<file path="src/rtl/soc_boot_sequencer.sv">
// soc_boot_sequencer
//
// Board-level boot and clock-enable controller for the PULPino FPGA top.
// After power-up or a board reset it holds the SoC in reset for a minimum
// time, releases it, waits a short boot delay and then enables instruction
// fetch once the fetch button is pressed. It also produces a divided
// clock-enable pulse for the SoC domain, which replaces the old ripple-derived
// core clock. The reset and fetch push-buttons are synchronized and debounced,
// and a free-running heartbeat drives an LED.
//
// Ports
//   clk            in   1  system clock, all logic on posedge
//   rst            in   1  synchronous, active-high reset
//   ext_rst_n_i    in   1  board reset button, active-low, asynchronous to clk
//   fetch_btn_n_i  in   1  fetch button, active-low, asynchronous to clk
//   soc_ce_o       out  1  single-cycle clock-enable pulse every CLK_DIV cycles
//   soc_rst_n_o    out  1  SoC reset, active-low (high outside HOLD)
//   fetch_enable_o out  1  SoC fetch enable (high only in RUN)
//   heartbeat_o    out  1  LED output, 50% duty, toggles every HB_HALF cycles
//   state_o        out  2  FSM state: 0 HOLD, 1 BOOT, 2 IDLE, 3 RUN

module soc_boot_sequencer #(
    parameter int CLK_DIV      = 10,
    parameter int RST_HOLD_CYC = 16,
    parameter int BOOT_DLY     = 8,
    parameter int DEB_CYC      = 4,
    parameter int HB_HALF      = 25000000
) (
    input  logic       clk,
    input  logic       rst,
    input  logic       ext_rst_n_i,
    input  logic       fetch_btn_n_i,
    output logic       soc_ce_o,
    output logic       soc_rst_n_o,
    output logic       fetch_enable_o,
    output logic       heartbeat_o,
    output logic [1:0] state_o
);

    localparam logic [1:0] ST_HOLD = 2'd0;
    localparam logic [1:0] ST_BOOT = 2'd1;
    localparam logic [1:0] ST_IDLE = 2'd2;
    localparam logic [1:0] ST_RUN  = 2'd3;

    // Counter widths are kept at least one bit so that degenerate parameter
    // values (e.g. DEB_CYC=1) still elaborate cleanly.
    localparam int CE_W    = (CLK_DIV > 1) ? $clog2(CLK_DIV) : 1;
    localparam int DEB_W   = (DEB_CYC > 1) ? $clog2(DEB_CYC) : 1;
    localparam int HB_W    = (HB_HALF > 1) ? $clog2(HB_HALF) : 1;
    localparam int TMR_MAX = (RST_HOLD_CYC > BOOT_DLY) ? RST_HOLD_CYC : BOOT_DLY;
    localparam int TMR_W   = (TMR_MAX > 1) ? $clog2(TMR_MAX) : 1;

    localparam logic [CE_W-1:0]  CE_LAST   = CE_W'(CLK_DIV - 1);
    localparam logic [DEB_W-1:0] DEB_LAST  = DEB_W'(DEB_CYC - 1);
    localparam logic [HB_W-1:0]  HB_LAST   = HB_W'(HB_HALF - 1);
    localparam logic [TMR_W-1:0] HOLD_LAST = TMR_W'(RST_HOLD_CYC - 1);
    localparam logic [TMR_W-1:0] BOOT_LAST = TMR_W'(BOOT_DLY - 1);

    logic             ext_s1, ext_s2, ext_db;
    logic             fetch_s1, fetch_s2, fetch_db;
    logic [DEB_W-1:0] ext_cnt, fetch_cnt;
    logic [CE_W-1:0]  ce_cnt;
    logic [HB_W-1:0]  hb_cnt;
    logic [TMR_W-1:0] tmr;
    logic [1:0]       state;

    // Two-flop synchronizers for both buttons. They reset to 1 so that an
    // unpressed (high) button is never seen as a press coming out of reset.
    always_ff @(posedge clk) begin
        if (rst) begin
            ext_s1   <= 1'b1;
            ext_s2   <= 1'b1;
            fetch_s1 <= 1'b1;
            fetch_s2 <= 1'b1;
        end else begin
            ext_s1   <= ext_rst_n_i;
            ext_s2   <= ext_s1;
            fetch_s1 <= fetch_btn_n_i;
            fetch_s2 <= fetch_s1;
        end
    end

    // Reset-button debouncer: a new level is accepted only after it has
    // differed from the debounced value for DEB_CYC consecutive cycles; any
    // return to the old level restarts the count.
    always_ff @(posedge clk) begin
        if (rst) begin
            ext_db  <= 1'b1;
            ext_cnt <= '0;
        end else if (ext_s2 == ext_db) begin
            ext_cnt <= '0;
        end else if (ext_cnt == DEB_LAST) begin
            ext_db  <= ext_s2;
            ext_cnt <= '0;
        end else begin
            ext_cnt <= ext_cnt + 1'b1;
        end
    end

    // Fetch-button debouncer, same scheme as the reset button.
    always_ff @(posedge clk) begin
        if (rst) begin
            fetch_db  <= 1'b1;
            fetch_cnt <= '0;
        end else if (fetch_s2 == fetch_db) begin
            fetch_cnt <= '0;
        end else if (fetch_cnt == DEB_LAST) begin
            fetch_db  <= fetch_s2;
            fetch_cnt <= '0;
        end else begin
            fetch_cnt <= fetch_cnt + 1'b1;
        end
    end

    // Clock-enable divider. It free-runs regardless of the FSM so the SoC
    // domain sees a steady enable cadence; the pulse is registered so it is
    // glitch-free and lands one cycle after the counter's last value.
    always_ff @(posedge clk) begin
        if (rst) begin
            ce_cnt   <= '0;
            soc_ce_o <= 1'b0;
        end else begin
            soc_ce_o <= (ce_cnt == CE_LAST);
            if (ce_cnt == CE_LAST) begin
                ce_cnt <= '0;
            end else begin
                ce_cnt <= ce_cnt + 1'b1;
            end
        end
    end

    // Heartbeat LED: toggles each time the half-period counter wraps.
    always_ff @(posedge clk) begin
        if (rst) begin
            hb_cnt      <= '0;
            heartbeat_o <= 1'b0;
        end else if (hb_cnt == HB_LAST) begin
            hb_cnt      <= '0;
            heartbeat_o <= ~heartbeat_o;
        end else begin
            hb_cnt <= hb_cnt + 1'b1;
        end
    end

    // Boot FSM. In HOLD the timer saturates, so a long board-reset press
    // still leaves the minimum hold satisfied and release is seen promptly.
    // Outside HOLD a debounced board-reset press wins over every other
    // transition, including a fetch press arriving on the same cycle.
    always_ff @(posedge clk) begin
        if (rst) begin
            state <= ST_HOLD;
            tmr   <= '0;
        end else begin
            case (state)
                ST_HOLD: begin
                    if (tmr == HOLD_LAST) begin
                        if (ext_db) begin
                            state <= ST_BOOT;
                            tmr   <= '0;
                        end
                    end else begin
                        tmr <= tmr + 1'b1;
                    end
                end
                ST_BOOT: begin
                    if (!ext_db) begin
                        state <= ST_HOLD;
                        tmr   <= '0;
                    end else if (tmr == BOOT_LAST) begin
                        state <= ST_IDLE;
                        tmr   <= '0;
                    end else begin
                        tmr <= tmr + 1'b1;
                    end
                end
                ST_IDLE: begin
                    if (!ext_db) begin
                        state <= ST_HOLD;
                        tmr   <= '0;
                    end else if (!fetch_db) begin
                        state <= ST_RUN;
                    end
                end
                default: begin
                    if (!ext_db) begin
                        state <= ST_HOLD;
                        tmr   <= '0;
                    end
                end
            endcase
        end
    end

    // Outputs are pure decodes of the state register.
    assign state_o        = state;
    assign soc_rst_n_o    = (state != ST_HOLD);
    assign fetch_enable_o = (state == ST_RUN);

endmodule

</file>
<file path="config.mk">
export PLATFORM = sky130hd
export DESIGN_NAME = soc_boot_sequencer
export DESIGN_NICKNAME = d
export VERILOG_FILES = /design/src/rtl/soc_boot_sequencer.sv
export SDC_FILE = /design/constraint.sdc
export NUM_CORES = 1
export LEC_CHECK = 0
export CAP_MARGIN = 10
export CORE_MARGIN = 5
export CORE_UTILIZATION = 61
export CTS_CLUSTER_SIZE = 20
export DETAILED_ROUTE_END_ITERATION = 10
export HOLD_SLACK_MARGIN = 0.08
export PLACE_DENSITY = 0.82
export SYNTH_ARGS = -nofsm -noshare
export SYNTH_HDL_FRONTEND = slang
export SYNTH_SLANG_ARGS = --single-unit
</file>
<file path="constraint.sdc">
create_clock -name clk -period 2.75 [get_ports clk]
set_input_delay 0.55 -clock clk [delete_from_list [all_inputs] [get_ports clk]]
set_output_delay 0.55 -clock clk [all_outputs]
set_load 0.05 [all_outputs]
</file>
==> impl_metrics.tcl <==
set metrics [dict create \
    status "finished clean" \
    drive_above_1_share_pct 8.06 \
    switching_share_pct 24.4 \
    drt-initial-drc-count 116 \
    cts_resized 0 \
    clkLatencyLatePin_ns 0.36 \
    cp.required_ns 2.20 \
    seqPwrFrac_pct 65.1 \
    routed_wl_um 3880 \
    met3_length_um 118 \
    cts_tree "built" \
    clock-skew-final_ns 0.00433 \
    rsz0062_at_grt "false" \
    wl_per_cell_um 13.2 \
    finalCriticalPeriod_ns 2.40 \
    die_y_um 68.6 \
    die_width_um 68.6 \
    post_cts_buffers 0 \
    clock_path_buffers 2 \
    cts_root_buffer "clkbuf_4" \
    met1_length_um 1800 \
    p_int_uw 824 \
    dp_cells 286 \
    dp_hpwl_um 2720 \
    fmax_mhz 417 \
    synth_nets 245 \
    num_vias 1658 \
    cts.sinks 47 \
    cts_hold_buf 0 \
    io_buffers 9 \
    drc 0 \
    endpoint_kind "primary output" \
    drv_slew 0 \
    ctsHtreeMaxLevel 2 \
    crit_fanout 9 \
    cts_buffers 5 \
    setup_ws_ns 0.353 \
    initial_utilization_pct 62.7 \
    wl_met2_um 1910 \
    ir_drop_mv 0.351 \
    path_clk_slew_ns 0.14 \
    highest_layer "met4" \
    syn_to_final_growth_pct 9.63 \
    pwr_density_cell_nw_per_um2 475 \
    p_clk_share_pct 30.5 \
    finalNonFillerCells 294 \
    synth-edff-count 0 \
    cap_violations 0 \
    io_pins 10 \
    finalSetupViolCount 0 \
    grt_pass1_wl_um 6730 \
    fp-row-count 21 \
    hold_violations 0 \
    synthesis.area_sq_um 2090 \
    fillers 280 \
    ys_types 42 \
    antenna_found_initial 0 \
    seq_area_sq_um 941 \
    diodes 0 \
    p_comb_share_pct 4.4 \
    leakage_nw 0.768 \
    finalSetupTns_ns 0 \
    p_sw_uw 266 \
    postSynthAreaPerCell_sq_um 8.90 \
    critPathArrivalTime_ns 1.85 \
    async_flop_share_pct 0 \
    ys.flop_type "dfxtp_1" \
    grt_max_degree 16 \
    hold_class "flip-flop to flip-flop" \
    vias_per_cell 5.64 \
    fin_util_pct 68.7 \
    drtAntennaViolNets 0 \
    worst_pin_slew_ns 0.727 \
    place.gp.congestion 0.789 \
    relSlewSlack_pct 51.2 \
    fin_crit_sh_pct 87.2 \
    dr.pass1.iters 4 \
    yosysSeqAreaShare_pct 45.0 \
    grt_pass1_vias 1564 \
    grtUsageTotal_pct 19.1 \
    ys_warn_count 0 \
    nets 257 \
    synth.ff_latch_count 47 \
    critPathLaunchType "flip-flop" \
    core-area_sq_um 3340 \
    grt_overflow 0 \
    synthCells 235 \
    criticalPathCategory "flip-flop to primary output" \
    pre_cts_slack_ns 0.760 \
    multiInputGateArea_sq_um 1090 \
    die-area_sq_um 4700 \
]
## critical path: stages, from the launching register on
cell and delay [ns]:
dfxtp_1 0.48, nor2_1 0.11, inv_1 0.09, clkdlybuf4s50_1 0.80
## stage by stage
| step | hold WS, ns | power [mW] | instance area, sq um |
|---|---|---|---|
| detailed placement | 0.400 | 0.774 | 2240 |
| CTS | 0.434 | 1.10 | 2290 |
| global route | 0.443 | 1.15 | 2290 |
| floorplan | 0.389 | 0.757 | 2090 |
| finish | 0.427 | 1.09 | 2290 |
| global placement | 0.392 | 0.771 | 2240 |
## synth_stat cells (all sizes together), types with 5 or more instances
library cell,n,area (sq um)
a21oi,16,80.1
nor2,30,113
or3,8,55.1
o31ai,6,45.0
nand4,7,43.8
nand2,18,67.6
nor4,5,31.3
dfxtp,47,941
nand3,10,62.6
o21ai,5,25.0
nor3,10,50.1
ha,6,75.1
or4,6,45.0
inv,10,37.5
xnor2,15,131
## per-layer routing
layer	GRT usage, %	up-vias
li1	-	864
met1	22.4	767
met2	32.7	20
met3	5.02	7
met4	8.19	0
met5	0	-
## cell type report
class / count / share of cell area [%]
sequential: 47 / 41.0
timing repair buffer: 12 / 4.91
clock inverter: 2 / 0.709
inverter: 10 / 1.64
tap: 46 / 2.51
multi-input combinational: 171 / 47.4
clock buffer: 6 / 1.80
## placed cells by master (no fill, tap or decap), drive strengths merged
master,synthesis,routed
nor2b,1,1
clkdlybuf4s50,0,9
and3,1,1
mux2i,2,2
nor2,30,30
clkbuf,4,6
and4,3,3
nand2,18,18
inv,10,11
o41ai,2,2
nand2b,1,1
dfxtp,47,47
a22oi,1,1
mux2,1,1
nor4b,1,1
nor4,5,5
o21ai,5,5
or4b,1,1
nand4,7,7
a21boi,1,1
a311oi,1,1
xor2,3,3
a21oi,16,16
and2,1,1
nor3b,1,1
buf,3,3
nand3,10,10
o221a,1,1
nor4bb,1,1
or4,6,6
ha,6,6
nand4bb,1,1
xnor2,15,15
or2,4,4
or3,8,8
nor3,10,10
and4b,1,1
o31ai,6,6
clkinvlp,0,1
## state kept, by name, summed over array words and instances, names as in the netlist
signal       cells
fetch_db         1
ext_cnt          2
ext_db           1
hb_cnt          25
soc_ce_o         1
fetch_cnt        2
fetch_s1         1
tmr              4
fetch_s2         1
ext_s1           1
ext_s2           1
heartbeat_o      1
state_o          2
ce_cnt           4
## final timing paths
check	slack (ns)	endpoint	startpoint	cells after the start
hold reg to reg	0.43	ext_cnt[0]	ext_cnt[0]	1
setup / recovery	0.35	soc_rst_n_o	state_o[1]	3
setup reg to reg	0.71	hb_cnt[22]	hb_cnt[0]	5
hold / removal	0.43	ext_cnt[0]	ext_cnt[0]	1
## cells by family (layout without fill, tap and decap cells)
family                   Yosys count  count (layout)  synth area share (%)
buffers and inverters             17              30                  3.59
AO/OA/AOI/OAI                     33              33                  10.0
XOR/XNOR                          18              18                  7.54
multiplexers                       3               3                  1.50
adder cells (fa/ha/maj)            6               6                  3.59
flip-flops                        47              47                  45.0
AND/OR/NAND/NOR                  111             111                  28.8
## power by group through the flow
| stage | registers (mW) | clock network [mW] | logic (mW) |
|---|---|---|---|
| global placement | 0.724 | 0 | 0.0475 |
| detailed placement | 0.724 | 0 | 0.0494 |
| floorplan | 0.722 | 0 | 0.0351 |
| global route | 0.713 | 0.377 | 0.0573 |
| CTS | 0.710 | 0.343 | 0.0497 |
| finish | 0.710 | 0.332 | 0.0485 |
(Power assumes the default switching activity.)
